[config.mk]
export PLATFORM = sky130hd
export DESIGN_NAME = filter_engine
export DESIGN_NICKNAME = d
export VERILOG_FILES = /design/src/rtl/filter_pkg.sv /design/src/rtl/filter_engine_mac.sv /design/src/rtl/filter_engine.sv
export SDC_FILE = /design/constraint.sdc
export NUM_CORES = 2
export LEC_CHECK = 0
export CAP_MARGIN = 20
export CORE_ASPECT_RATIO = 1.25
export CORE_UTILIZATION = 45
export CTS_BUF_LIST = sky130_fd_sc_hd__clkbuf_16
export DETAILED_ROUTE_END_ITERATION = 12
export GPL_TIMING_DRIVEN = 0
export SLEW_MARGIN = 20
export SYNTH_ARGS = -nofsm -noshare
export SYNTH_HDL_FRONTEND = slang
export SYNTH_SLANG_ARGS = --single-unit
[constraint.sdc]
create_clock -name clk_i -period 12.8 [get_ports clk_i]
set_input_delay 2.56 -clock clk_i [delete_from_list [all_inputs] [get_ports clk_i]]
set_output_delay 2.56 -clock clk_i [all_outputs]
set_load 0.01 [all_outputs]
[src/rtl/filter_pkg.sv]
// Shared types and helpers for the sample filter engine.
// Latency: n/a (types and combinational helper only).
// Backpressure: n/a.
package filter_pkg;

    typedef enum logic [1:0] {
        MODE_MUTE   = 2'd0,
        MODE_BYPASS = 2'd1,
        MODE_FIR    = 2'd2,
        MODE_IIR    = 2'd3
    } mode_e;

    typedef enum logic [1:0] {
        IDLE = 2'd0,
        MAC  = 2'd1,
        OUT  = 2'd2
    } state_e;

    // Width of the generic saturation helper's input/output; any accumulator
    // narrower than this can be sign-extended into it without loss.
    localparam int SAT_W = 64;

    // Clamp a signed value to the range of a w-bit two's complement number.
    // The result is returned sign-extended; callers truncate to w bits.
    function automatic logic signed [SAT_W-1:0] sat(input logic signed [SAT_W-1:0] v,
                                                    input int                       w);
        logic signed [SAT_W-1:0] hi;
        logic signed [SAT_W-1:0] lo;
        hi = (64'sd1 <<< (w - 1)) - 64'sd1;
        lo = -hi - 64'sd1;
        if (v > hi) begin
            return hi;
        end else if (v < lo) begin
            return lo;
        end else begin
            return v;
        end
    endfunction

endpackage

[src/rtl/filter_engine_mac.sv]
// Shared signed multiply-accumulate: one COEF_W x DATA_W product per enabled cycle.
// Latency: sum_o is combinational (acc + product); the accumulator updates on the enabled edge.
// Backpressure: none; the controller sequences clr_i/en_i.
module mac_unit
    import filter_pkg::*;
#(
    parameter int DATA_W = 16,
    parameter int COEF_W = 18,
    parameter int ACC_W  = 38
) (
    input  logic                     clk_i,
    input  logic                     rst_i,
    input  logic                     clr_i,
    input  logic                     en_i,
    input  logic signed [COEF_W-1:0] coef_i,
    input  logic signed [DATA_W-1:0] data_i,
    output logic signed [ACC_W-1:0]  sum_o
);

    localparam int PW = COEF_W + DATA_W;

    logic signed [PW-1:0]    prod;
    logic signed [ACC_W-1:0] acc_q;

    assign prod  = coef_i * data_i;
    // Value the accumulator takes on the next enabled edge; exposed so the
    // controller can register the final result without an extra cycle.
    assign sum_o = acc_q + {{(ACC_W - PW){prod[PW-1]}}, prod};

    // Accumulator: cleared when a new sample is accepted, summed while enabled.
    always_ff @(posedge clk_i or posedge rst_i) begin
        if (rst_i) begin
            acc_q <= '0;
        end else if (clr_i) begin
            acc_q <= '0;
        end else if (en_i) begin
            acc_q <= sum_o;
        end
    end

endmodule

[src/rtl/filter_engine.sv]
// Per-sample engine: mute, bypass, N-tap FIR or first-order IIR over a shared MAC.
// Latency: TAPS+1 cycles (FIR), 3 (IIR), 1 (mute/bypass) from acceptance to sample_valid_o.
// Backpressure: none; strobes arriving while busy are dropped and flagged on sticky overrun_o.
module filter_engine
    import filter_pkg::*;
#(
    parameter int DATA_W        = 16,
    parameter int COEF_W        = 18,
    parameter int COEF_FRAC     = 16,
    parameter int TAPS          = 8,
    parameter int FIR_COEF_INIT = 8192,
    parameter int IIR_B1_INIT   = -62308,
    parameter int IIR_A1_INIT   = 58982
) (
    input  logic                        clk_i,
    input  logic                        reset_i,
    input  logic                        sample_valid_i,
    input  logic signed [DATA_W-1:0]    sample_i,
    input  logic [1:0]                  mode_i,
    input  logic                        coef_we_i,
    input  logic [$clog2(TAPS+2)-1:0]   coef_addr_i,
    input  logic signed [COEF_W-1:0]    coef_data_i,
    output logic signed [DATA_W-1:0]    sample_o,
    output logic                        sample_valid_o,
    output logic                        busy_o,
    output logic                        overrun_o
);

    // Sized so that TAPS full-scale products plus the IIR input term cannot wrap.
    localparam int ACC_W = DATA_W + COEF_W + $clog2(TAPS) + 1;
    localparam int KW    = $clog2(TAPS);

    state_e                   state_q;
    mode_e                    mode_q;
    logic [KW-1:0]            k_q;
    logic signed [DATA_W-1:0] x_q [TAPS];
    logic signed [COEF_W-1:0] fir_coef_q [TAPS];
    logic signed [COEF_W-1:0] b1_q;
    logic signed [COEF_W-1:0] a1_q;
    logic signed [DATA_W-1:0] y1_q;
    logic signed [DATA_W-1:0] sample_q;
    logic                     valid_q;
    logic                     overrun_q;

    logic                     accept;
    logic                     last_mac;
    logic signed [COEF_W-1:0] mac_coef;
    logic signed [DATA_W-1:0] mac_data;
    logic signed [ACC_W-1:0]  mac_sum;
    logic signed [ACC_W-1:0]  y_acc;
    logic signed [SAT_W-1:0]  y_ext;
    logic signed [DATA_W-1:0] y_sat;

    assign busy_o         = (state_q != IDLE);
    assign accept         = sample_valid_i && (state_q == IDLE);
    assign last_mac       = (mode_q == MODE_IIR) ? (k_q == KW'(1)) : (k_q == KW'(TAPS - 1));
    assign sample_o       = sample_q;
    assign sample_valid_o = valid_q;
    assign overrun_o      = overrun_q;

    // Operand select: FIR walks tap k over x[k]; IIR uses B1*x[1] then A1*y1.
    always_comb begin
        mac_coef = fir_coef_q[k_q];
        mac_data = x_q[k_q];
        if (mode_q == MODE_IIR) begin
            if (k_q == '0) begin
                mac_coef = b1_q;
                mac_data = x_q[1];
            end else begin
                mac_coef = a1_q;
                mac_data = y1_q;
            end
        end
    end

    mac_unit #(
        .DATA_W (DATA_W),
        .COEF_W (COEF_W),
        .ACC_W  (ACC_W)
    ) u_mac (
        .clk_i  (clk_i),
        .rst_i  (reset_i),
        .clr_i  (accept),
        .en_i   (state_q == MAC),
        .coef_i (mac_coef),
        .data_i (mac_data),
        .sum_o  (mac_sum)
    );

    // Result from the final accumulator value: scale back from Q.COEF_FRAC
    // (arithmetic shift, floors), add the direct input term for IIR, saturate.
    always_comb begin
        y_acc = mac_sum >>> COEF_FRAC;
        if (mode_q == MODE_IIR) begin
            y_acc = y_acc + {{(ACC_W - DATA_W){x_q[0][DATA_W-1]}}, x_q[0]};
        end
        y_ext = {{(SAT_W - ACC_W){y_acc[ACC_W-1]}}, y_acc};
        y_sat = DATA_W'(sat(y_ext, DATA_W));
    end

    // Coefficient register file: writes only land while idle, so a running
    // computation never sees a coefficient change underneath it.
    always_ff @(posedge clk_i or posedge reset_i) begin
        if (reset_i) begin
            for (int i = 0; i < TAPS; i++) begin
                fir_coef_q[i] <= COEF_W'(FIR_COEF_INIT);
            end
            b1_q <= COEF_W'(IIR_B1_INIT);
            a1_q <= COEF_W'(IIR_A1_INIT);
        end else if (coef_we_i && (state_q == IDLE)) begin
            if (int'(coef_addr_i) < TAPS) begin
                fir_coef_q[coef_addr_i[KW-1:0]] <= coef_data_i;
            end else if (int'(coef_addr_i) == TAPS) begin
                b1_q <= coef_data_i;
            end else if (int'(coef_addr_i) == TAPS + 1) begin
                a1_q <= coef_data_i;
            end
        end
    end

    // Control FSM with delay line, IIR history and registered outputs.
    always_ff @(posedge clk_i or posedge reset_i) begin
        if (reset_i) begin
            state_q   <= IDLE;
            mode_q    <= MODE_MUTE;
            k_q       <= '0;
            y1_q      <= '0;
            sample_q  <= '0;
            valid_q   <= 1'b0;
            overrun_q <= 1'b0;
            for (int i = 0; i < TAPS; i++) begin
                x_q[i] <= '0;
            end
        end else begin
            valid_q <= 1'b0;
            if (sample_valid_i && (state_q != IDLE)) begin
                overrun_q <= 1'b1;
            end
            case (state_q)
                IDLE: begin
                    if (sample_valid_i) begin
                        mode_q <= mode_e'(mode_i);
                        k_q    <= '0;
                        x_q[0] <= sample_i;
                        for (int i = 1; i < TAPS; i++) begin
                            x_q[i] <= x_q[i-1];
                        end
                        // Any non-IIR sample restarts the recursion from rest.
                        if (mode_e'(mode_i) != MODE_IIR) begin
                            y1_q <= '0;
                        end
                        case (mode_e'(mode_i))
                            MODE_MUTE: begin
                                sample_q <= '0;
                                valid_q  <= 1'b1;
                                state_q  <= OUT;
                            end
                            MODE_BYPASS: begin
                                sample_q <= sample_i;
                                valid_q  <= 1'b1;
                                state_q  <= OUT;
                            end
                            default: begin
                                state_q <= MAC;
                            end
                        endcase
                    end
                end
                MAC: begin
                    if (last_mac) begin
                        sample_q <= y_sat;
                        valid_q  <= 1'b1;
                        if (mode_q == MODE_IIR) begin
                            y1_q <= y_sat;
                        end
                        state_q <= OUT;
                    end else begin
                        k_q <= k_q + KW'(1);
                    end
                end
                OUT: begin
                    state_q <= IDLE;
                end
                default: begin
                    state_q <= IDLE;
                end
            endcase
        end
    end

endmodule
; Yosys cells after proc, flatten, opt, wreduce, memory -nomap -nowiden
; Index checks and enable logic that the tools add are counted.
[classes]
addsub = 3
n_mul = 1
n_div = 0
magnitude_cmp = 6
n_eq_ne = 14
shifts = 0
muxes = 39
bitwise = 4
reduce_logical = 19
[ops]
columns = cell, count
row1 = two-way mux 16 bit, 12
row2 = bitwise mux 144 bit, 1
row3 = two-way mux 38 bit, 3
row4 = one-hot mux 16 bit (2 select lines), 3
row5 = two-way mux 18 bit, 5
row6 = binary-select mux 18 bit (select 3 bit), 1
row7 = demux 18 bit (select 3 bit), 1
row8 = binary-select mux 16 bit (select 3 bit), 1
row9 = adder 38 bit, 1
row10 = "greater-than comparator 38 x 16 -> 1 bit, second input constant", 1
row11 = "< comparator 38 x 16 -> 1 bit, second input constant", 1
row12 = multiplier 18 x 16 -> 34 bit, 1
row13 = adder 22 x 16 -> 23 bit, 1
row14 = "!= test 2 bit, second input constant", 5
row15 = "equality test 4 bit, second input constant", 2
row16 = ">= comparator 4 bit, second input constant", 2
row17 = NOT 3 -> 4 bit, 2
row18 = AND reduction 4 bit, 2
row19 = two-way mux 2 bit, 3
row20 = two-way mux 3 bit, 2
row21 = one-hot mux 3 bit (2 select lines), 1
row22 = AND reduction 2 bit, 3
row23 = AND reduction 3 bit, 2
row24 = nonzero test 2 bit, 3
row25 = 18 further kinds, 27
[word_totals]
register_bits = 387
latchBits = 0
ramBits = 0
rom_bits = 0
inputBits = 44
out_inout_bits = 19
word_cells = 112
memories = 0

; Longest topological paths before layout
[depth]
ltp_word = 15
ltp_mapped = 59
ltp_nobuf = 51

; By module
; From an unflattened synthesis, not the netlist that was laid out.
[unflattened]
cells_unflattened = 3198
hier_area_um2 = 31959.4
[modules_own_cells]
columns = module, instances, cells_each, area_each_um2, seq_area_each_um2
row1 = filter_engine, 1, 1621, 17757.0, 8764.7
row2 = mac_unit, 1, 1577, 14202.4, 950.9

; Worst setup path after synthesis
; OpenSTA, ideal clock, no wires.
[synth_timing]
kind = reg-to-reg
startpoint = register k_q[1]
endpoint = register y1_q[1]
setup_ns = 0.126
arrival_ns = 12.534
required_time_ns = 12.674
path_slack_ns = 0.140
stages_incl_launch_ff = 54
n_path_buf = 7
period_less_slack_ns = 12.660
cell_sequence = dfrtp_1 > clkbuf_1 > buf_1 > buf_1 > inv_1 > ha_1 > nor2b_1 > buf_1 > clkbuf_1 > mux2i_1 > nor2_1 > a21oi_1 > clkbuf_1 > nor2_1 > fa_1 > inv_1 > fa_1 > fa_1 > [... 18 more ...] > nand2_1 > o21ai_0 > nor2_1 > a211o_1 > nor3_1 > ha_1 > a21oi_1 > nand2_1 > a21oi_1 > nor2b_1 > o22ai_1 > nor2b_1 > or4_1 > a2bb2oi_2 > o31a_1 > nor3_1 > buf_2 > a221o_1
[synth_between]
elab_chain_cells = 15
elab_cells_between_ends = 28
cone_classes = add/sub: 2 / mul: 1 / order compare: 2 / eq/ne: 3 / mux: 17 / bitwise: 1 / reduce/logical: 2
[synth_rtl]
columns = element, line_no
row1 = "start, declared", filter_engine.sv:35  ; logic [KW-1:0] k_q;
row2 = "start signal, assigned", filter_engine.sv:178  ; k_q <= k_q + KW'(1);
row3 = NOT 3 -> 4 bit (implied by the code), "filter_engine.sv:63, filter_engine.sv:64"
row4 = binary-select mux 18 bit (select 3 bit) or binary-select mux 16 bit (select 3 bit) (tied branches), "filter_engine.sv:63, filter_engine.sv:64"
row5 = two-way mux 18 bit (implied by the code) or two-way mux 16 bit (tied branches) (2 in a row), "filter_engine.sv:63, filter_engine.sv:64"
row6 = two-way mux 18 bit or two-way mux 16 bit (tied branches), filter_engine.sv:65  ; if (mode_q == MODE_IIR) begin
row7 = multiplier 18 x 16 -> 34 bit, filter_engine_mac.sv:25  ; assign prod = coef_i * data_i;
row8 = adder 38 bit, filter_engine_mac.sv:28  ; assign sum_o = acc_q + {{(ACC_W - PW){prod[PW-1]}}, prod};
row9 = adder 22 x 16 -> 23 bit, filter_engine.sv:95  ; y_acc = y_acc + {{(ACC_W - DATA_W){x_q[0][DATA_W-1]}}, x_q[0]};
row10 = two-way mux 38 bit, filter_engine.sv:94  ; if (mode_q == MODE_IIR) begin
row11 = < comparator 38 x 16 -> 1 bit, filter_pkg.sv:33  ; end else if (v < lo) begin
row12 = two-way mux 16 bit, filter_pkg.sv:33
row13 = two-way mux 16 bit, filter_pkg.sv:31  ; if (v > hi) begin
row14 = two-way mux 16 bit, filter_engine.sv:173  ; if (mode_q == MODE_IIR) begin
row15 = two-way mux 16 bit, filter_engine.sv:170  ; if (last_mac) begin
row16 = one-hot mux 16 bit (2 select lines), filter_engine.sv:139  ; case (state_q)
row17 = "end signal, assigned", filter_engine.sv:174  ; y1_q <= y_sat;
row18 = "end, declared", filter_engine.sv:40  ; logic signed [DATA_W-1:0] y1_q;
; Several ways; a longest one is shown, not always the timed one. The select of a mux whose other input is x is not followed.
; A chain may end at the register's enable or synchronous reset.

; Worst setup path in the final report
[layout_timing]
startpoint = register k_q[1]
endpoint = register y1_q[2]
; The elaborated chain is that of the path after synthesis.

==> summary.md <==
| Metric | Value |
|---|---|
| Antenna violations before repair | 0 |
| Mapped Nets | 3752 |
| Routed wl met2 | 46700 um |
| H-tree depth | 2 |
| Simple-Gate Fraction of Synth Area | 0.142 |
| CTS Hold Bufs | 0 |
| Critical path type | reg -> reg |
| Area of the core | roughly 70000 um^2 |
| Top Ports | 63 |
| Met3 wire length | approximately 3800 um |
| 1st-iter DRT viols | approximately 1500 |
| Status | complete, no violations |
| Post-synthesis compound-gate area fraction | 0.0838 |
| Seq/Total Area, Yosys | 0.306 |
| Gpl congestion | 0.947 |
| Clk_lat worst skew | 0.61 ns |
| Filler instances | between 6000 and 7000 |
| ANT nets after route | 0 |
| Hold WC Path Type | reg -> reg |
| Fraction of synthesized area in multiplexers | 0.136 |
| Largest net degree at the start of global routing | 34 |
| Root Driver | clkbuf_16 |
| Highest Signal Layer | met4 |
| Required time of the critical path | 13.29 ns |
| Avg Inst Size Synth | just under 10 um^2 |
| Final setup margin | 0.379 ns |
| WHS | between 0.4 and 0.5 ns |
| Via/cell ratio | approximately 5.5 |
| Combinational family with the most area after synthesis | adder cells |
| Met1 WL | about 38000 um |
| Yosys warnings | 0 |
| WP data arrival | 12.91 ns |
| Worst relative slew slack | 0.310 |
| Synth-to-layout area growth | 15.2% |
| Crit start category | flop |
| Global-route wire length before repair | approximately 140000 um |
| Post-Synth XOR/XNOR Area | 0.0234 |
| Fin area | 36600 um^2 |
| Yosys top cell area share | 0.285 |
| CTS tree | done |
| Max-cap violations | 0 |
| Reg clk slew, reported paths | roughly 0.060 ns |
| Pins Over Slew Limit | 0 |
| Crit path largest cell delay | approximately 0.54 ns |
| Final Hold Viols | 0 |
| Crit path max fanout | 10 |
| # setup viols final | 0 |
| Drt drc | 0 |
| Primary FF master, synth | dfrtp_1 |
| Synthesized area | 31700 um^2 |
| Post-synth ARST share | 1.00 |
| Total grt overflow | 0 |
| DRT Wirelength | 92200 um |
| Max Freq | 0.0805 GHz |
| Die W | 240 um |
| Initial Util | 0.456 |
| Slowest cell on the critical path | fa_1 |
| Fin crit share | 0.970 |
| Skew final | 0.0408 ns |
| Total GRT Usage | 0.263 |
| Fin nets | 3893 |
| Vias in the first global route | ~25000 |
| Die Area | 71600 um^2 |
| Crit end category | flop |
| Synth Area in Adders | 0.244 |
| Via count | 23900 |
| FP Rows | 108 |
| Yosys cell types | 80 |
| Placed cell areas | 33700 um^2 |
| Layout cells sized above 1 | 0.191 |
| Total CTS buffers | 42 |
| CTS Sinks | slightly below 400 |
| 1st-pass router iterations | 6 |
| Count leader, synth | nand2_1 |
| DP HPWL | 71600 um |
| Register-to-register setup slack | 0.38 ns |
| Pre-CTS setup slack | -4.06 ns |
| Worst-margin pin slew | 1.03 ns |
| EDFF count, synth | 0 |
| Post-synth top cells | 636 x nand2_1, 381 x inv_1, 362 x dfrtp_1 |
| Routed length per instance | 21.1 um |
| Seq cells post-synth | 387 |
| Synth Instances | 3264 |
| Port bufs | 42 |
| Yosys top cell by area | dfrtp_1 |
| Leading post-synthesis cells by cell area | dfrtp_1 29%, fa_1 18%, nand2_1 7.5% |
| N_diodes | 0 |
| Die Ht | 299 um |
| Clk buf depth | 3 |
| Min cycle time layout | 12.42 ns |
## what timing repair did
item / CTS / global route
pin swaps: 6 / 39
setup endpoints to repair: 43 / 32
cloned: 1 / 1
setup buffers: 17 / 31
gates resized for setup: 177 / 147
## path summary, 6_finish.rpt
check,to,start,depth (start not counted)
worst max-delay path,y1_q[2]$_DFFE_PP0P_,k_q[1]$_DFFE_PP0P_,57
worst min-delay path,overrun_o$_DFFE_PP0P_,overrun_o$_DFFE_PP0P_,1
worst max register to register,y1_q[2]$_DFFE_PP0P_,k_q[1]$_DFFE_PP0P_,57
worst min register to register,overrun_o$_DFFE_PP0P_,overrun_o$_DFFE_PP0P_,1
max in group asynchronous,b1_q[3]$_DFFE_PP1P_,reset_i,7
min in group asynchronous,x_q[26]$_DFFE_PP0P_,reset_i,2
## flip-flops by register name, summed over array words and instances (netlist names), 3 cells and up
signal,cells
x_q,128
a1_q,18
fir_coef_q,144
u_mac.acc_q,38
k_q,3
y1_q,16
b1_q,18
sample_o,16
## critical path, delay by kind of cell, from the launching register on
family | cells | cell delay, ns
mux | 1 | 0.21
simple gates | 11 | 1.59
flops | 1 | 0.38
buf+inv | 16 | 2.14
compound gates | 18 | 3.76
fa+ha+maj | 10 | 3.93
xor+xnor | 1 | 0.26
## through the flow
stage	instances	util	TNS [ns]
after floorplan	3264	-	0
after global placement	4241	0.479	-145.18
after detailed placement	4259	0.484	-131.29
after CTS	4349	0.513	0
after global routing	4374	0.526	-0.172
final	4374	0.526	0
## area by class of cell
type | count | area [um^2] | share of cell area
Buffer | 148 | 830 | 0.0227
Clock buffer | 42 | 1050 | 0.0287
Clock inverter | 36 | 322 | 0.00879
Inverter | 382 | 1440 | 0.0394
Multi-Input combinational cell | 2334 | 20900 | 0.571
Sequential cell | 387 | 9720 | 0.266
Tap cell | 935 | 1170 | 0.0320
Timing Repair Buffer | 110 | 1170 | 0.0319
## cells in the final DEF, fill, tap and decap left out, drive strengths merged, types with 19 or more instances in the layout
master         Yosys  layout
clkdlybuf4s50      0      42
o21a              27      27
buf               49     124
dfrtp            362     362
xnor2             56      56
a21o              21      21
clkbuf           112     133
inv              381     393
nor2             244     244
o21ai            109     109
xor2              25      25
mux2             209     209
nor3              19      19
fa               292     292
mux2i             43      43
nand2b            28      28
dfstp             25      25
a211oi            21      21
nand3             53      53
a21oi            133     133
ha               152     152
mux4              68      68
nand2            636     636
## metal layers
layer  global-route usage  vias up
met4               0.0914        0
li1                     -    11000
met2                0.453      563
met1                0.342    12200
met5                    0        -
met3               0.0291      167
## cell families after synthesis
logic type / count (synthesis)
AO/OA/AOI/OAI: 411
AND/OR/NAND/NOR: 1077
buffers and inverters: 543
multiplexers: 320
XOR/XNOR: 82
adder cells (fa/ha/maj): 444
flip-flops: 387
Power is not shown: default switching activity piles up to over one toggle a cycle in this logic, so the estimate is an artifact.
